**src/rtl/vga_timing_pkg.sv**
```systemverilog
// vga_timing_pkg: shared definitions for the VGA raster timing generator.
//   - default 640x480@60 timing constants (pixels / lines)
//   - generator state enum (IDLE / RUN / DRAIN)
//   - calc_cw(): counter width needed to hold the larger of the two totals
package vga_timing_pkg;

  localparam int unsigned DEF_H_VISIBLE = 640;
  localparam int unsigned DEF_H_FRONT   = 16;
  localparam int unsigned DEF_H_SYNC    = 96;
  localparam int unsigned DEF_H_BACK    = 48;
  localparam int unsigned DEF_V_VISIBLE = 480;
  localparam int unsigned DEF_V_FRONT   = 10;
  localparam int unsigned DEF_V_SYNC    = 2;
  localparam int unsigned DEF_V_BACK    = 33;

  typedef enum logic [1:0] {
    ST_IDLE,
    ST_RUN,
    ST_DRAIN
  } state_t;

  function automatic int unsigned calc_cw(input int unsigned h_total,
                                          input int unsigned v_total);
    return (h_total > v_total) ? $clog2(h_total) : $clog2(v_total);
  endfunction

endpackage

```
**src/rtl/vga_axis_counter.sv**
```systemverilog
// vga_axis_counter: one raster axis (horizontal or vertical).
// Ports:
//   iClk, iRst_n  clock / async active-low reset
//   iTick         advance the position by one (wraps TOTAL-1 -> 0)
//   iClear        force position 0 with all flags inactive (idle)
//   count         current position
//   sync          sync pulse, active level POL, for SYNC_START..+SYNC_LEN-1
//   visible       position < VISIBLE
//   last          position == TOTAL-1
// Flags are registered from the next position so they line up with count.
module vga_axis_counter #(
  parameter int unsigned CW         = 10,
  parameter int unsigned TOTAL      = 800,
  parameter int unsigned VISIBLE    = 640,
  parameter int unsigned SYNC_START = 656,
  parameter int unsigned SYNC_LEN   = 96,
  parameter bit          POL        = 1'b0
) (
  input  logic          iClk,
  input  logic          iRst_n,
  input  logic          iTick,
  input  logic          iClear,
  output logic [CW-1:0] count,
  output logic          sync,
  output logic          visible,
  output logic          last
);

  localparam logic [CW-1:0] LAST_C = CW'(TOTAL - 1);
  localparam logic [CW-1:0] VIS_C  = CW'(VISIBLE);
  localparam logic [CW-1:0] SS_C   = CW'(SYNC_START);
  localparam logic [CW-1:0] SE_C   = CW'(SYNC_START + SYNC_LEN - 1);

  logic [CW-1:0] count_n;

  always_comb begin
    count_n = count;
    if (iClear) begin
      count_n = '0;
    end else if (iTick) begin
      count_n = (count == LAST_C) ? '0 : count + CW'(1);
    end
  end

  // Flags are re-decoded every clock; with neither tick nor clear the
  // position is unchanged, so they simply hold.
  always_ff @(posedge iClk or negedge iRst_n) begin
    if (!iRst_n) begin
      count   <= '0;
      sync    <= ~POL;
      visible <= 1'b0;
      last    <= 1'b0;
    end else begin
      count   <= count_n;
      sync    <= (!iClear && count_n >= SS_C && count_n <= SE_C) ? POL : ~POL;
      visible <= !iClear && (count_n < VIS_C);
      last    <= !iClear && (count_n == LAST_C);
    end
  end

endmodule

```
**src/rtl/vga_timing_gen.sv**
```systemverilog
// vga_timing_gen: parametrised VGA raster timing generator with run/stop.
// Ports:
//   iClk, iRst_n  clock / async active-low reset
//   iPixEn        pixel tick; nothing advances while low
//   iRun          raster request, sampled on ticks; dropping it lets the
//                 current frame finish (DRAIN) before returning to IDLE
//   oHCount/oVCount  current position
//   oHSync/oVSync    sync pulses (active level from *_SYNC_POL)
//   oActive       inside visible area
//   oLineEnd      last pixel of a line
//   oFrameStart   position (0,0) while running
//   oBusy         not IDLE
module vga_timing_gen
  import vga_timing_pkg::*;
#(
  parameter int unsigned H_VISIBLE  = DEF_H_VISIBLE,
  parameter int unsigned H_FRONT    = DEF_H_FRONT,
  parameter int unsigned H_SYNC     = DEF_H_SYNC,
  parameter int unsigned H_BACK     = DEF_H_BACK,
  parameter int unsigned V_VISIBLE  = DEF_V_VISIBLE,
  parameter int unsigned V_FRONT    = DEF_V_FRONT,
  parameter int unsigned V_SYNC     = DEF_V_SYNC,
  parameter int unsigned V_BACK     = DEF_V_BACK,
  parameter int unsigned H_SYNC_POL = 0,
  parameter int unsigned V_SYNC_POL = 0,
  localparam int unsigned H_TOTAL   = H_VISIBLE + H_FRONT + H_SYNC + H_BACK,
  localparam int unsigned V_TOTAL   = V_VISIBLE + V_FRONT + V_SYNC + V_BACK,
  localparam int unsigned CW        = calc_cw(H_TOTAL, V_TOTAL)
) (
  input  logic          iClk,
  input  logic          iRst_n,
  input  logic          iPixEn,
  input  logic          iRun,
  output logic [CW-1:0] oHCount,
  output logic [CW-1:0] oVCount,
  output logic          oHSync,
  output logic          oVSync,
  output logic          oActive,
  output logic          oLineEnd,
  output logic          oFrameStart,
  output logic          oBusy
);

  if (H_VISIBLE < 1 || H_FRONT < 1 || H_SYNC < 1 || H_BACK < 1 ||
      V_VISIBLE < 1 || V_FRONT < 1 || V_SYNC < 1 || V_BACK < 1) begin : g_bad_timing
    $error("vga_timing_gen: every timing parameter must be at least 1");
  end
  if (H_SYNC_POL > 1 || V_SYNC_POL > 1) begin : g_bad_pol
    $error("vga_timing_gen: sync polarity parameters must be 0 or 1");
  end

  state_t state, state_n;
  logic   tick, clear;
  logic   h_vis, v_vis, h_last, v_last;
  logic   frame_start;

  // In IDLE the counters are held cleared. Entering RUN issues neither
  // clear nor tick, so the flags get decoded from the (already zero) position.
  always_comb begin
    state_n = state;
    tick    = 1'b0;
    clear   = 1'b0;
    unique case (state)
      ST_IDLE: begin
        clear = 1'b1;
        if (iPixEn && iRun) begin
          state_n = ST_RUN;
          clear   = 1'b0;
        end
      end
      ST_RUN: begin
        if (iPixEn) begin
          tick = 1'b1;
          if (!iRun) state_n = ST_DRAIN;
        end
      end
      ST_DRAIN: begin
        if (iPixEn) begin
          if (iRun) begin
            state_n = ST_RUN;
            tick    = 1'b1;
          end else if (h_last && v_last) begin
            state_n = ST_IDLE;
            clear   = 1'b1;
          end else begin
            tick = 1'b1;
          end
        end
      end
      default: state_n = ST_IDLE;
    endcase
  end

  always_ff @(posedge iClk or negedge iRst_n) begin
    if (!iRst_n) begin
      state       <= ST_IDLE;
      frame_start <= 1'b0;
    end else begin
      state <= state_n;
      if (iPixEn) begin
        if (state_n == ST_IDLE)     frame_start <= 1'b0;
        else if (state == ST_IDLE)  frame_start <= 1'b1;
        else                        frame_start <= h_last && v_last;
      end
    end
  end

  vga_axis_counter #(
    .CW(CW), .TOTAL(H_TOTAL), .VISIBLE(H_VISIBLE),
    .SYNC_START(H_VISIBLE + H_FRONT), .SYNC_LEN(H_SYNC), .POL(H_SYNC_POL[0])
  ) u_h (
    .iClk(iClk), .iRst_n(iRst_n), .iTick(tick), .iClear(clear),
    .count(oHCount), .sync(oHSync), .visible(h_vis), .last(h_last)
  );

  vga_axis_counter #(
    .CW(CW), .TOTAL(V_TOTAL), .VISIBLE(V_VISIBLE),
    .SYNC_START(V_VISIBLE + V_FRONT), .SYNC_LEN(V_SYNC), .POL(V_SYNC_POL[0])
  ) u_v (
    .iClk(iClk), .iRst_n(iRst_n), .iTick(tick && h_last), .iClear(clear),
    .count(oVCount), .sync(oVSync), .visible(v_vis), .last(v_last)
  );

  assign oActive     = h_vis && v_vis;
  assign oLineEnd    = h_last;
  assign oFrameStart = frame_start;
  assign oBusy       = (state != ST_IDLE);

endmodule

```
**config.mk**
```make
export PLATFORM = sky130hd
export DESIGN_NAME = vga_timing_gen
export DESIGN_NICKNAME = d
export VERILOG_FILES = /design/src/rtl/vga_timing_pkg.sv /design/src/rtl/vga_axis_counter.sv /design/src/rtl/vga_timing_gen.sv
export SDC_FILE = /design/constraint.sdc
export NUM_CORES = 1
export LEC_CHECK = 0
export CORE_MARGIN = 4
export CORE_UTILIZATION = 41
export DETAILED_ROUTE_END_ITERATION = 8
export SYNTH_ARGS = -nofsm -noshare
export SYNTH_HDL_FRONTEND = slang
export SYNTH_SLANG_ARGS = --single-unit
```
**constraint.sdc**
```tcl
create_clock -name iClk -period 5.9 [get_ports iClk]
set_clock_uncertainty 0.05 [all_clocks]
set_input_delay 1.475 -clock iClk [delete_from_list [all_inputs] [get_ports iClk]]
set_output_delay 1.475 -clock iClk [all_outputs]
set_load 0.03 [all_outputs]
```
==> flow_metrics.tcl, run 1 <==
set metrics [dict create \
    routed_wirelength_um 4709 \
    ys.flop_type "dfrtp_1" \
    cts_hold_buffers 0 \
    port-buffer-count 29 \
    ios 30 \
    grt_remaining_overflow 0 \
    cts_tree "yes" \
    h-tree-depth 2 \
    grt_first_pass_wirelength_um 7866 \
    syn_avg_cell_area_um2 9.413 \
    crit_chain "clkdlybuf4s50_1, o211ai_2, nor4_1, xnor2_1, or3b_1, nor4_1" \
    gr-usage-met2 0.2839 \
    drv_slew 0 \
    yosys_register_bits 29 \
    hold_viol 0 \
    dp_hpwl_um 3366 \
    min_path_type "reg2reg" \
    synth_top_area_cell "dfrtp_1" \
    critPathKind "in2reg" \
    fill_cells 391 \
    cts_resized 0 \
    drc_errors 0 \
    cpMaxStageDelayCell "clkdlybuf4s50_1" \
    peakVddDrop_v 0.0001410 \
    cp-end-kind "register" \
    area_growth_pct 21.69 \
    cp_common_cell "nor4_1" \
    max-cap-violations 0 \
    cts_buffers 5 \
    finalSetupViolCount 0 \
    drtPass1Iterations 4 \
    syn_nets 204 \
    async_flop_share 1.000 \
    syn_area_mm2 0.001817 \
    seq_area_frac_synth 0.4008 \
    min_period_ns 3.788 \
    pre_cts_slack_ns 1.878 \
    rsz0062_at_grt "false" \
    gp_routability_congestion 0.8850 \
    grtUsageTotal 0.1860 \
    dieArea_mm2 0.005560 \
    path_max_fanout 18 \
    worst_pin_slew_ns 0.7931 \
    crit_required_ns 6.01 \
    slew_headroom 0.4697 \
    postCtsSetupBuffers 0 \
    layout_common_cells "29 x clkdlybuf4s50_1, 27 x dfrtp_1, 18 x nor2_1" \
    cts_num_sinks 29 \
    synth_warnings 0 \
    vias_per_cell 5.985 \
    yosysUniqueCellTypes 53 \
    die_h_um 74.57 \
    finalSetupTns_ns 0 \
    p_leak_uw 0.0008786 \
    powerDensity_mw_per_mm2 269.9 \
    max_freq_mhz 264.0 \
    vias 1628 \
    layout_worst_path_cycle_share 0.6420 \
    die_w_um 74.57 \
    cp.arrival_ns 3.90 \
    met1_usage 0.2578 \
    grt_use_met3 0.05270 \
    drtAntennaViolNets 0 \
    root_buffer "clkbuf_8" \
    clock_latency_ns 0.28 \
    cts_buffer_depth 2 \
    synth_area_leaders "dfrtp_1 37%, xnor2_1 6.7%, ha_1 4.8%" \
    synth_edf_count 0 \
    wl_per_cell_um 17.31 \
    busiest_layer "met2" \
    drtIter0Drc 136 \
    cp-start-kind "primary input" \
    grt_pass1_vias 1600 \
    layout_commonest_cell "clkdlybuf4s50_1" \
    antenna_found_initial 0 \
    syn_inst 193 \
    antennaDiodeCount 0 \
    clkTransAtPathRegs_ns 0.07 \
    grt_max_degree 30 \
    coreArea_mm2 0.004144 \
    status "finished clean" \
    start_util 0.4384 \
    layout_setup_ws_ns 2.112 \
    num_rows 23 \
    synth_top_cell_area_share 0.3719 \
    final_nets 232 \
    drive_gt1_frac 0.08559 \
    crit_path_max_incr_delay_ns 0.65 \
]
[per-stage QoR]
| step | util | cells | hold WS, ns | cell area [µm²] | total power (µW) |
|---|---|---|---|---|---|
| global placement | 0.5136 | 264 | 0.4820 | 2128 | 430.7 |
| floorplan | - | 193 | 0.5251 | 1817 | 377.4 |
| finish | 0.5335 | 272 | 0.5174 | 2211 | 596.6 |
| CTS | 0.5335 | 272 | 0.5286 | 2211 | 601.3 |
| global route | 0.5335 | 272 | 0.5480 | 2211 | 636.6 |
| detailed placement | 0.5136 | 264 | 0.5180 | 2128 | 440.3 |
[per-layer routing]
metal | vias to the layer above | part of all wire
met5 | - | 0
met4 | 0 | 0.0066
met3 | 4 | 0.059
met2 | 54 | 0.46
met1 | 798 | 0.48
li1 | 772 | -
[cell type report]
class | count | area (µm²) | area share
Multi-Input combinational cell | 145 | 998.5 | 0.4516
Sequential cell | 29 | 728.2 | 0.3294
Timing Repair Buffer | 31 | 305.3 | 0.1381
Clock buffer | 6 | 72.57 | 0.03282
Tap cell | 50 | 62.56 | 0.02830
Inverter | 9 | 33.78 | 0.01528
Clock inverter | 2 | 10.01 | 0.004527
[worst max-delay path: cells and delay by family]
kind / cells / cell delay [ns]
AND/OR/NAND/NOR: 3 / 1.15
AO/OA/AOI/OAI: 1 / 0.40
XOR/XNOR: 1 / 0.22
buffers and inverters: 1 / 0.65
[final timing paths]
kind,start,to,slack (ns),cells past startpoint
hold reg to reg,oFrameStart,oFrameStart,0.52,2
max in group asynchronous,iRst_n,u_h.sync,3.97,2
hold / removal,oFrameStart,oFrameStart,0.52,2
min in group asynchronous,iRst_n,state[0],1.52,2
setup / recovery,iPixEn,u_v.last,2.11,6
setup reg to reg,state[1],u_v.last,3.04,7
[power by group]
part / internal (µW) / switching (µW) / total, µW
combinational: 73.7 / 132 / 206
sequential: 217 / 14.8 / 232
clock: 81.6 / 77.7 / 159
[cells by family after synthesis]
group,share of synthesized area
simple gates,0.2789
compound gates,0.1398
flops,0.4008
buf+inv,0.04958
xor+xnor,0.07714
fa+ha+maj,0.04821
mux,0.005510
[flip-flops by register name (all words and copies together), names as in the netlist]
signal / flops
u_v.count: 10
u_v.last: 1
oFrameStart: 1
u_h.count: 10
u_h.visible: 1
u_v.visible: 1
u_h.sync: 1
u_h.last: 1
u_v.sync: 1
state: 2
[synthesized netlist by cell type (all sizes together) (3+ instances only)]
cell type  number
nand2          12
o21ai           4
clkbuf          4
buf             6
a21o            3
ha              7
nor4b           3
xnor2          14
and2            3
dfrtp          27
or4             3
inv             9
nor2           18
nor4           11
nand3           7
nand4          12
a21oi           8
nor3            4
No activity file was read; power rests on OpenSTA's default activity.
==> run 2, diff against run 1 <==
PLACE_DENSITY = 0.67   (was not set)
clock period = 3.46 ns   (was 5.9 ns; I/O delays follow)
==> run 2 against run 1 <==
Net effect: combinational power up 71%; critical path depth unchanged; design area up 1.2%; largest power group unchanged.
==> flow_metrics.tcl, run 2 (synthesis gave the netlist of run 1 again) <==
set metrics [dict create \
    cp-start-kind "primary input" \
    layout_worst_path_cycle_share 0.8315 \
    grt_remaining_overflow 0 \
    drtAntennaViolNets 0 \
    root_buffer "clkbuf_8" \
    peakVddDrop_v 0.0002286 \
    drtIter0Drc 113 \
    status "finished clean" \
    antenna_found_initial 0 \
    rsz0062_at_grt "false" \
    slew_headroom 0.4972 \
    cp-end-kind "register" \
    vias_per_cell 5.851 \
    port-buffer-count 29 \
    drv_slew 0 \
    h-tree-depth 2 \
    start_util 0.4384 \
    num_rows 23 \
    dp_hpwl_um 3073 \
    cts_buffer_depth 2 \
    cts_resized 0 \
    routed_wirelength_um 4302 \
    clkTransAtPathRegs_ns 0.07 \
    p_leak_uw 0.0008928 \
    cts_hold_buffers 0 \
    cts_buffers 5 \
    cts_tree "yes" \
    dieArea_mm2 0.005560 \
    gr-usage-met2 0.2488 \
    grt_use_met3 0.03784 \
    ios 30 \
    hold_viol 0 \
    die_w_um 74.57 \
    cp.arrival_ns 3.05 \
    critPathKind "in2reg" \
    clock_latency_ns 0.28 \
    vias 1609 \
    antennaDiodeCount 0 \
    postPlaceCellArea_mm2 0.002151 \
    largestRegisters "u_h.count (10), u_v.count (10), state (2)" \
    gp_routability_congestion 0.8579 \
    min_period_ns 2.877 \
    path_max_fanout 18 \
    drc_errors 0 \
    grtUsageTotal 0.1702 \
    crit_required_ns 3.63 \
    grt_first_pass_wirelength_um 7224 \
    die_h_um 74.57 \
    met1_usage 0.2456 \
    cts_num_sinks 29 \
    fill_cells 383 \
    design_area_mm2 0.002237 \
    finalSetupTns_ns 0 \
    coreArea_mm2 0.004144 \
    max-cap-violations 0 \
    worst_pin_slew_ns 0.7521 \
    wl_per_cell_um 15.64 \
    drive_gt1_frac 0.1022 \
    final_nets 235 \
    drtPass1Iterations 4 \
    layout_common_cells "29 x clkdlybuf4s50_1, 27 x dfrtp_1, 18 x nor2_1" \
    powerDensity_mw_per_mm2 456.1 \
    busiest_layer "met2" \
    grt_max_degree 30 \
    postCtsSetupBuffers 0 \
    layout_commonest_cell "clkdlybuf4s50_1" \
    max_freq_mhz 347.6 \
    area_growth_pct 23.14 \
    min_path_type "reg2reg" \
    finalSetupViolCount 0 \
    grt_pass1_vias 1459 \
]
run 2: cell count changes in the layout (fill, tap and decap cells not counted), sizes merged:
cell	change
clkbuf	-1
buf	+3
clkinvlp	+1
run 2: worst paths after layout:
path                               endpoint        start  cells after the start  slack, ns
worst max-delay path               u_h.last       iPixEn                      6       0.58
worst min-delay path            oFrameStart  oFrameStart                      2       0.48
worst max register to register     u_v.last     state[1]                      7       0.79
worst min register to register  oFrameStart  oFrameStart                      2       0.48
max in group asynchronous          u_h.sync       iRst_n                      2       2.13
min in group asynchronous          state[0]       iRst_n                      2       0.91
run 2: layout make-up:
| cell class | instances | area, µm² | share of cell area |
|---|---|---|---|
| well taps | 50 | 62.56 | 0.02796 |
| clock buffers | 5 | 68.82 | 0.03076 |
| inverters | 9 | 33.78 | 0.01510 |
| repair buffers | 34 | 327.8 | 0.1465 |
| multi-input cells | 145 | 998.5 | 0.4463 |
| flip-flops and latches | 29 | 728.2 | 0.3255 |
| clock inverters | 3 | 17.52 | 0.007830 |
run 2: per-stage QoR:
stage | worst slack, ns | hold slack, ns | instances | utilization | total power (µW)
2_1_floorplan | 0.9055 | 0.5194 | 193 | - | 643.6
3_3_place_gp | 0.3079 | 0.4678 | 267 | 0.5190 | 749.6
3_5_place_dp | 0.2873 | 0.4723 | 267 | 0.5190 | 750.9
4_1_cts | 0.5844 | 0.4851 | 275 | 0.5399 | 1031
5_1_grt | 0.4219 | 0.5028 | 275 | 0.5399 | 1085
6_report | 0.5832 | 0.4846 | 275 | 0.5399 | 1020
run 2: per-layer routing:
layer	wire, µm	vias up	part of all wire
met2	1939	60	0.45
met5	0	-	0
met3	259	5	0.060
li1	-	776	-
met1	2048	768	0.48
met4	55	0	0.013
run 2: power breakdown:
group / internal (µW) / total [µW] / switching, µW
Sequential: 369 / 391 / 22.0
Combinational: 133 / 353 / 220
Clock: 138 / 276 / 138
run 2: worst max-delay path, stage by stage:
cell,delay [ns]
clkdlybuf4s50_1,0.50
o211ai_2,0.32
or4_4,0.63
or3_1,0.37
a21oi_2,0.17
and4_1,0.19
